$ cat src/rtl/switch_tx_port.sv
// switch_tx_port: credit-based flit transmitter toward one switch ingress port, with per-VC credits and packet VC locking
package chiplet_types_pkg;
  typedef logic [1:0] vc_t;
  typedef struct packed {
    vc_t vc;
    logic [3:0] src;
  } meta_t;
  typedef struct packed {
    meta_t metadata;
    logic [31:0] payload;
  } flit_t;
endpackage

module switch_tx_port
  import chiplet_types_pkg::*;
#(
  parameter int NUM_VCS = 2,
  parameter int BUFFER_SIZE = 8,
  parameter int STALL_W = 16,
  localparam int CW = $clog2(BUFFER_SIZE + 1)
) (
  input  logic                  clk,
  input  logic                  n_rst,
  input  logic                  tx_valid,
  input  flit_t                 tx_flit,
  input  logic                  tx_last,
  output logic                  tx_ready,
  output logic                  data_ready_out,
  output flit_t                 flit_out,
  input  logic [NUM_VCS-1:0]    credit_granted,
  output logic                  packet_sent,
  output logic [NUM_VCS*CW-1:0] credits,
  output logic [STALL_W-1:0]    stall_cycles,
  output logic                  credit_err
);
  typedef enum logic {IDLE, BODY} state_t;
  state_t state, state_next;
  vc_t lock_vc, vc;
  logic [CW-1:0] cnt [NUM_VCS];
  logic [NUM_VCS-1:0] ovf;
  logic accept, has_credit;
  flit_t out_flit;
  always_comb begin
    vc = state == BODY ? lock_vc : tx_flit.metadata.vc;
    has_credit = 1'b0;
    for (int i = 0; i < NUM_VCS; i++)
      if (vc == vc_t'(i) && cnt[i] != '0) has_credit = 1'b1;
    // reset cycle must not accept, so a mid-packet reset drops the flit
    tx_ready = has_credit && !n_rst;
    accept = tx_valid && tx_ready;
    out_flit = tx_flit;
    out_flit.metadata.vc = vc;
    state_next = !accept ? state : tx_last ? IDLE : BODY;
  end
  always_ff @(posedge clk)
    if (n_rst) state <= IDLE;
    else state <= state_next;
  always_ff @(posedge clk) begin
    if (n_rst) begin
      data_ready_out <= 1'b0;
      flit_out <= '0;
      packet_sent <= 1'b0;
      stall_cycles <= '0;
      credit_err <= 1'b0;
      lock_vc <= '0;
    end else begin
      data_ready_out <= accept;
      packet_sent <= accept && tx_last;
      if (accept) flit_out <= out_flit;
      if (accept && state == IDLE) lock_vc <= vc;
      if (tx_valid && !tx_ready && stall_cycles != '1) stall_cycles <= stall_cycles + 1'b1;
      if (|ovf) credit_err <= 1'b1;
    end
  end
  genvar v;
  for (v = 0; v < NUM_VCS; v++) begin : g_vc
    logic [CW:0] sum;
    assign sum = {1'b0, cnt[v]} - (CW+1)'(accept && vc == vc_t'(v)) + (CW+1)'(credit_granted[v]);
    assign ovf[v] = sum > (CW+1)'(BUFFER_SIZE);
    assign credits[v*CW +: CW] = cnt[v];
    always_ff @(posedge clk)
      if (n_rst) cnt[v] <= CW'(BUFFER_SIZE);
      else cnt[v] <= ovf[v] ? CW'(BUFFER_SIZE) : sum[CW-1:0];
  end
endmodule
$ cat config.mk
export PLATFORM = sky130hd
export DESIGN_NAME = switch_tx_port
export DESIGN_NICKNAME = d
export VERILOG_FILES = /design/src/rtl/switch_tx_port.sv
export SDC_FILE = /design/constraint.sdc
export NUM_CORES = 1
export LEC_CHECK = 0
export CAP_MARGIN = 20
export CORE_AREA = 10 10 99 101
export DETAILED_ROUTE_END_ITERATION = 10
export DIE_AREA = 0 0 109 111
export PLACE_DENSITY_LB_ADDON = 0.1
export SLEW_MARGIN = 20
export SYNTH_ARGS = -nofsm -noshare
export SYNTH_HDL_FRONTEND = slang
export SYNTH_SLANG_ARGS = --single-unit
export TNS_END_PERCENT = 30
$ cat constraint.sdc
create_clock -name clk -period 6.13 [get_ports clk]
set_input_delay 1.226 -clock clk [delete_from_list [all_inputs] [get_ports clk]]
set_output_delay 1.226 -clock clk [all_outputs]
set_load 0.005 [all_outputs]
==> reports/qor.csv, run 1 <==
metric;value;unit
crit_type;input pin to register;
setup_violations;0;
gp_congestion;0.889;
syn_avg_cell_area;8.52;sq um
dp_cells;562;
nets;527;
cts_resized;0;
seqCellArea;1360;sq um
drtIter0Drc;118;
worst-path-max-fanout;40;
fin_crit_sh;0.802;
antenna_cells;0;
grt-ovfl-total;0;
slew_violations;0;
fin_cells;577;
htree_levels;3;
synth_ff_type;dfxtp_1;
drt-total-wl;8.32;mm
max_freq;0.203;GHz
path_clk_slew;0.07;ns
hp-start;flit_out[7];
critPathTopFamily;buffers and inverters;
cellPowerDensity;293;nW/um^2
path_cells;clkdlybuf4s50_1 -> mux2i_2 -> mux2i_2 -> nand3_1 -> buf_4 -> inv_2 -> and2_1 -> ha_1 -> inv_1 -> ha_1 -> inv_1 -> fa_1 -> xor2_1 -> and3b_1 -> a311oi_1 -> a21boi_0 -> o41a_1;
synthArstFlopShare;0;
grt_max_degree;66;
hold_viol_final;0;
layout-drive-gt1-share;0.0763;
grt_pass1_wl;13.8;mm
area_delta_synth_final;45.8;%
arrival;5.19;ns
cts_root_buffer;clkbuf_8;
via_per_inst;4.82;
core-area;7970;sq um
status;finished clean;
setup-tns-final;0;ns
ys_seq_elements;68;
synth_cells;361;
drc;0;
synth_fp_nets;420;
leakage;1.68;nW
rr_endpoint;credit_err;
fillers;754;
grt_usage;0.139;
fp.dieH;111;microns
antenna_left;0;
antenna_found_initial;0;
die_width;109;microns
skew;0.00824;ns
synth_edf_count;0;
synth_top_area_share;0.443;
r2r-start;state;
row_count;33;
ctsHoldBuffers;0;
cap_violations;0;
portBuffers;109;
multi_input_area;1540;sq um
slew-limit-headroom;0.544;
drtPass1Iterations;4;
rsz0062_at_grt;false;
wl_per_cell;14.4;microns
r2r_slack;2.03;ns
worst_ir_drop_vdd;0.000121;V
yosys_warnings;0;
worst_path_largest_cell_delay;0.49;ns
start_util;0.386;
crit_buf_inv;5;
vias;2780;
die_area;12100;sq um
seq_area_frac_synth;0.443;
cts_sinks;68;
grt_pass1_vias;2757;
cts_inserted_buffers;9;
holdPathStages;2;
clk-insertion-delay-late;0.34;ns
syn-cell-area;3070;sq um
io_pins;110;
synth_area_leaders;dfxtp_1, nand2_1, a21oi_1;
hold-worst-slack;0.453;ns
synth.distinct_cells;47;
min_period;4.91;ns
cts_setup_buffers;0;
hold_path.class;register to register;
cp.required;6.40;ns
clockBufferDepth;2;
cts_tree;done;
rr_worst_depth;16;
slowest_stage;mux2i_2;
worstSetupEndpointType;register;
cp-start-kind;input pin;
min_to;flit_out[7];
dp_hpwl;6.08;mm
yosysTopAreaCell;dfxtp_1;
worstMarginPinSlew;0.684;ns
[layout by cell type (no fill, tap or decap), drive strengths merged, types with 5 or more instances in the layout]
cell type / instances
dfxtp: 68
clkbuf: 10
nand2: 78
nor2: 20
ha: 13
mux2: 5
nand4: 5
clkdlybuf4s50: 108
a21oi: 48
inv: 28
nor2b: 6
nor4: 5
xnor2: 6
nand3: 5
[worst min-delay path: cells and delay by family, from the launching register on]
| kind | cells | cell delay, ns |
|---|---|---|
| AO/OA/AOI/OAI | 1 | 0.05 |
| flip-flops | 1 | 0.31 |
| AND/OR/NAND/NOR | 1 | 0.05 |
[cells in the mapped netlist (2+ instances only)]
master,n
and2_1,4
xor2_1,2
nor4_1,4
and3_1,3
nand4_1,5
mux2i_1,2
o31ai_1,2
nor2_1,20
nand2b_1,4
clkbuf_1,8
a211oi_2,2
mux2_2,5
mux2i_2,2
or3_1,2
nand3_1,5
nor3_1,2
dfxtp_1,68
fa_1,2
nor3b_1,3
ha_1,13
nor2b_1,6
a21oi_1,48
o21ai_0,4
buf_2,7
a21o_1,4
xnor2_1,6
or4_1,4
inv_1,25
nand2_1,78
a311oi_1,2
a31o_2,3
[how the worst max path moves through the flow]
stage	start	end	slack (ns)	depth (start not counted)
after floorplan	tx_flit[36]	credit_err	1.69	16
after global placement	tx_flit[36]	cnt[0][0]	1.05	17
after detailed placement	tx_flit[36]	credit_err	0.84	17
after CTS	tx_flit[36]	credit_err	1.21	17
after global routing	tx_flit[36]	credit_err	0.91	17
final	tx_flit[36]	credit_err	1.22	17
[flip-flops by register name, summed over array words and instances (netlist names)]
signal and flops:
stall_cycles 16, state 1, lock_vc 2, data_ready_out 1, packet_sent 1, credit_err 1
flit_out 38, cnt 8
[where the power goes]
group | switching (mW) | internal, mW
clock | 0.171 | 0.282
sequential | 0.0257 | 0.477
combinational | 0.172 | 0.187
[metal layers]
layer / vias up / global-route usage / wire, microns
li1: 1436 / - / -
met1: 1263 / 0.160 / 3580
met2: 70 / 0.224 / 3940
met3: 11 / 0.0529 / 662
met4: 0 / 0.0563 / 146
met5: - / 0 / 0
[stage by stage]
stage	worst slack, ns	cell area [sq um]	utilization	power, mW
CTS	1.21	4480	0.563	1.33
finish	1.22	4480	0.563	1.31
global placement	1.05	4240	0.532	0.866
global route	0.915	4480	0.563	1.40
detailed placement	0.838	4240	0.532	0.872
floorplan	1.69	3070	-	0.729
[cell type report]
cell class              instances  share of cell area
clock buffers                  10              0.0307
clock inverters                 5              0.0240
inverters                      26              0.0218
multi-input cells             251               0.343
flip-flops and latches         68               0.304
well taps                     105              0.0293
repair buffers                112               0.247
[cells by family (layout without fill, tap and decap cells)]
| group | Yosys count | after routing | share of synthesized area |
|---|---|---|---|
| xor gates and xnor gates | 8 | 8 | 0.0228 |
| muxes | 9 | 9 | 0.0338 |
| adders and majority gates | 15 | 15 | 0.0659 |
| and+or+nand+nor | 146 | 146 | 0.226 |
| AOI/OAI and AO/OA | 73 | 73 | 0.152 |
| DFF | 68 | 68 | 0.443 |
| buffers and inverters | 42 | 153 | 0.0566 |
Note: power is estimated with default switching activity, not from simulation.
==> run 2, diff against run 1 <==
Clock period 6.13 ns to 4 ns, I/O delays scaled along.
==> run 2 against run 1 <==
Net effect: clock power grew 23%; highest routed layer unchanged; clock skew decreased by 0.0019 ns; core utilization up 0.60 points; via count rose by 2.8%; flip-flop and latch count is the same; global-route usage increased by 0.072 points; design area rose by 1.1%; largest cell class unchanged; critical endpoint unchanged; hold slack hardly changed; die area is the same; critical path type unchanged; first-iteration DRC count shrank 25%; critical path depth unchanged; sequential share of layout area shrank 0.32 points.
==> reports/qor.csv, run 2 (same netlist as run 1, synthesis figures left out) <==
metric;value;unit
status;finished clean;
core-area;7970;sq um
cellPowerDensity;431;nW/um^2
die_width;109;microns
cp-start-kind;input pin;
top_register;flit_out;
io_pins;110;
final_common_cell;clkdlybuf4s50_1;
antenna_cells;0;
drc;0;
cts_inserted_buffers;9;
dp_hpwl;6.24;mm
worstSetupEndpointType;register;
htree_levels;3;
antenna_left;0;
cts_root_buffer;clkbuf_8;
pre_cts_ws;-0.242;ns
slew_violations;0;
grt-ovfl-total;0;
hold_viol_final;0;
portBuffers;109;
arrival;4.03;ns
cts_tree;done;
layout_common_cells;clkdlybuf4s50_1, nand2_1, dfxtp_1;
timing.final.ws_setup;0.191;ns
wl_per_cell;14.5;microns
drtPass1Iterations;4;
grt_max_degree;66;
fp.dieH;111;microns
antenna_found_initial;0;
min_period;3.81;ns
fin_area;4530;sq um
crit_type;input pin to register;
cp.required;4.22;ns
clockBufferDepth;2;
gp_congestion;0.814;
placed_cell_area;4310;sq um
grt_pass1_vias;2749;
ctsHoldBuffers;0;
cts_sinks;68;
skew;0.00632;ns
vias;2859;
drtIter0Drc;88;
die_area;12100;sq um
worst-path-max-fanout;4;
row_count;33;
cap_violations;0;
power;1.95;mW
area_delta_synth_final;47.4;%
via_per_inst;4.86;
setup_violations;0;
start_util;0.386;
reg_top3;flit_out: 38 flops, stall_cycles: 16 flops, cnt: 8 flops;
slew-limit-headroom;0.540;
setup-tns-final;0;ns
drt-total-wl;8.55;mm
path_clk_slew;0.08;ns
largest_reg_flops;38;
hold_path.class;register to register;
max_freq;0.263;GHz
clk-insertion-delay-late;0.33;ns
grt_pass1_wl;13.9;mm
layout-drive-gt1-share;0.0994;
fin_crit_sh;0.952;
grt_usage;0.140;
leakage;1.70;nW
worst_ir_drop_vdd;0.000173;V
nets;537;
worstMarginPinSlew;0.689;ns
==> run 2: worst max-delay path: stages <==
cell and delay, ns:
clkdlybuf4s50_1 0.46, mux2i_4 0.21, mux2i_4 0.27, nand3_2 0.12, inv_2 0.07, and2_1 0.14
ha_1 0.23, inv_1 0.06, ha_1 0.15, inv_1 0.05, fa_1 0.39, xor2_1 0.20
and3b_1 0.20, a311oi_1 0.05, a21boi_0 0.13, buf_4 0.16, o41a_1 0.35
==> run 2: power breakdown <==
group | switching [mW] | internal [mW]
sequential | 0.0419 | 0.730
clock | 0.268 | 0.288
combinational | 0.282 | 0.342
total | 0.592 | 1.36
==> run 2: cell type report <==
class / instances / area (sq um)
fillers: 753 / 3440
multi-input cells: 251 / 1570
flip-flops and latches: 68 / 1360
repair buffers: 122 / 1180
well taps: 105 / 131
clock buffers: 10 / 128
inverters: 26 / 97.6
clock inverters: 6 / 63.8
==> run 2: layer usage <==
layer,global-route usage,share of wire
met1,0.170,0.44
met2,0.215,0.45
met3,0.0581,0.093
met4,0.0475,0.015
met5,0,0
==> run 2: through the flow <==
stage	std cells	util	hold slack (ns)
2_1_floorplan	361	-	0.453
3_3_place_gp	570	0.540	0.441
3_5_place_dp	570	0.540	0.445
4_1_cts	586	0.564	0.457
5_1_grt	588	0.569	0.468
6_report	588	0.569	0.453
==> run 2: path summary, 6_finish.rpt <==
check,from,endpoint,slack [ns],depth (start not counted)
min reg2reg,flit_out[22],flit_out[22],0.45,2
max,tx_flit[36],credit_err,0.19,17
min,flit_out[22],flit_out[22],0.45,2
max reg2reg,cnt[0][3],credit_err,0.48,18
==> run 2: timing repair <==
action                     CTS  global route
resized for setup            0             3
setup endpoints to repair    0             4
buffers inserted             0             2
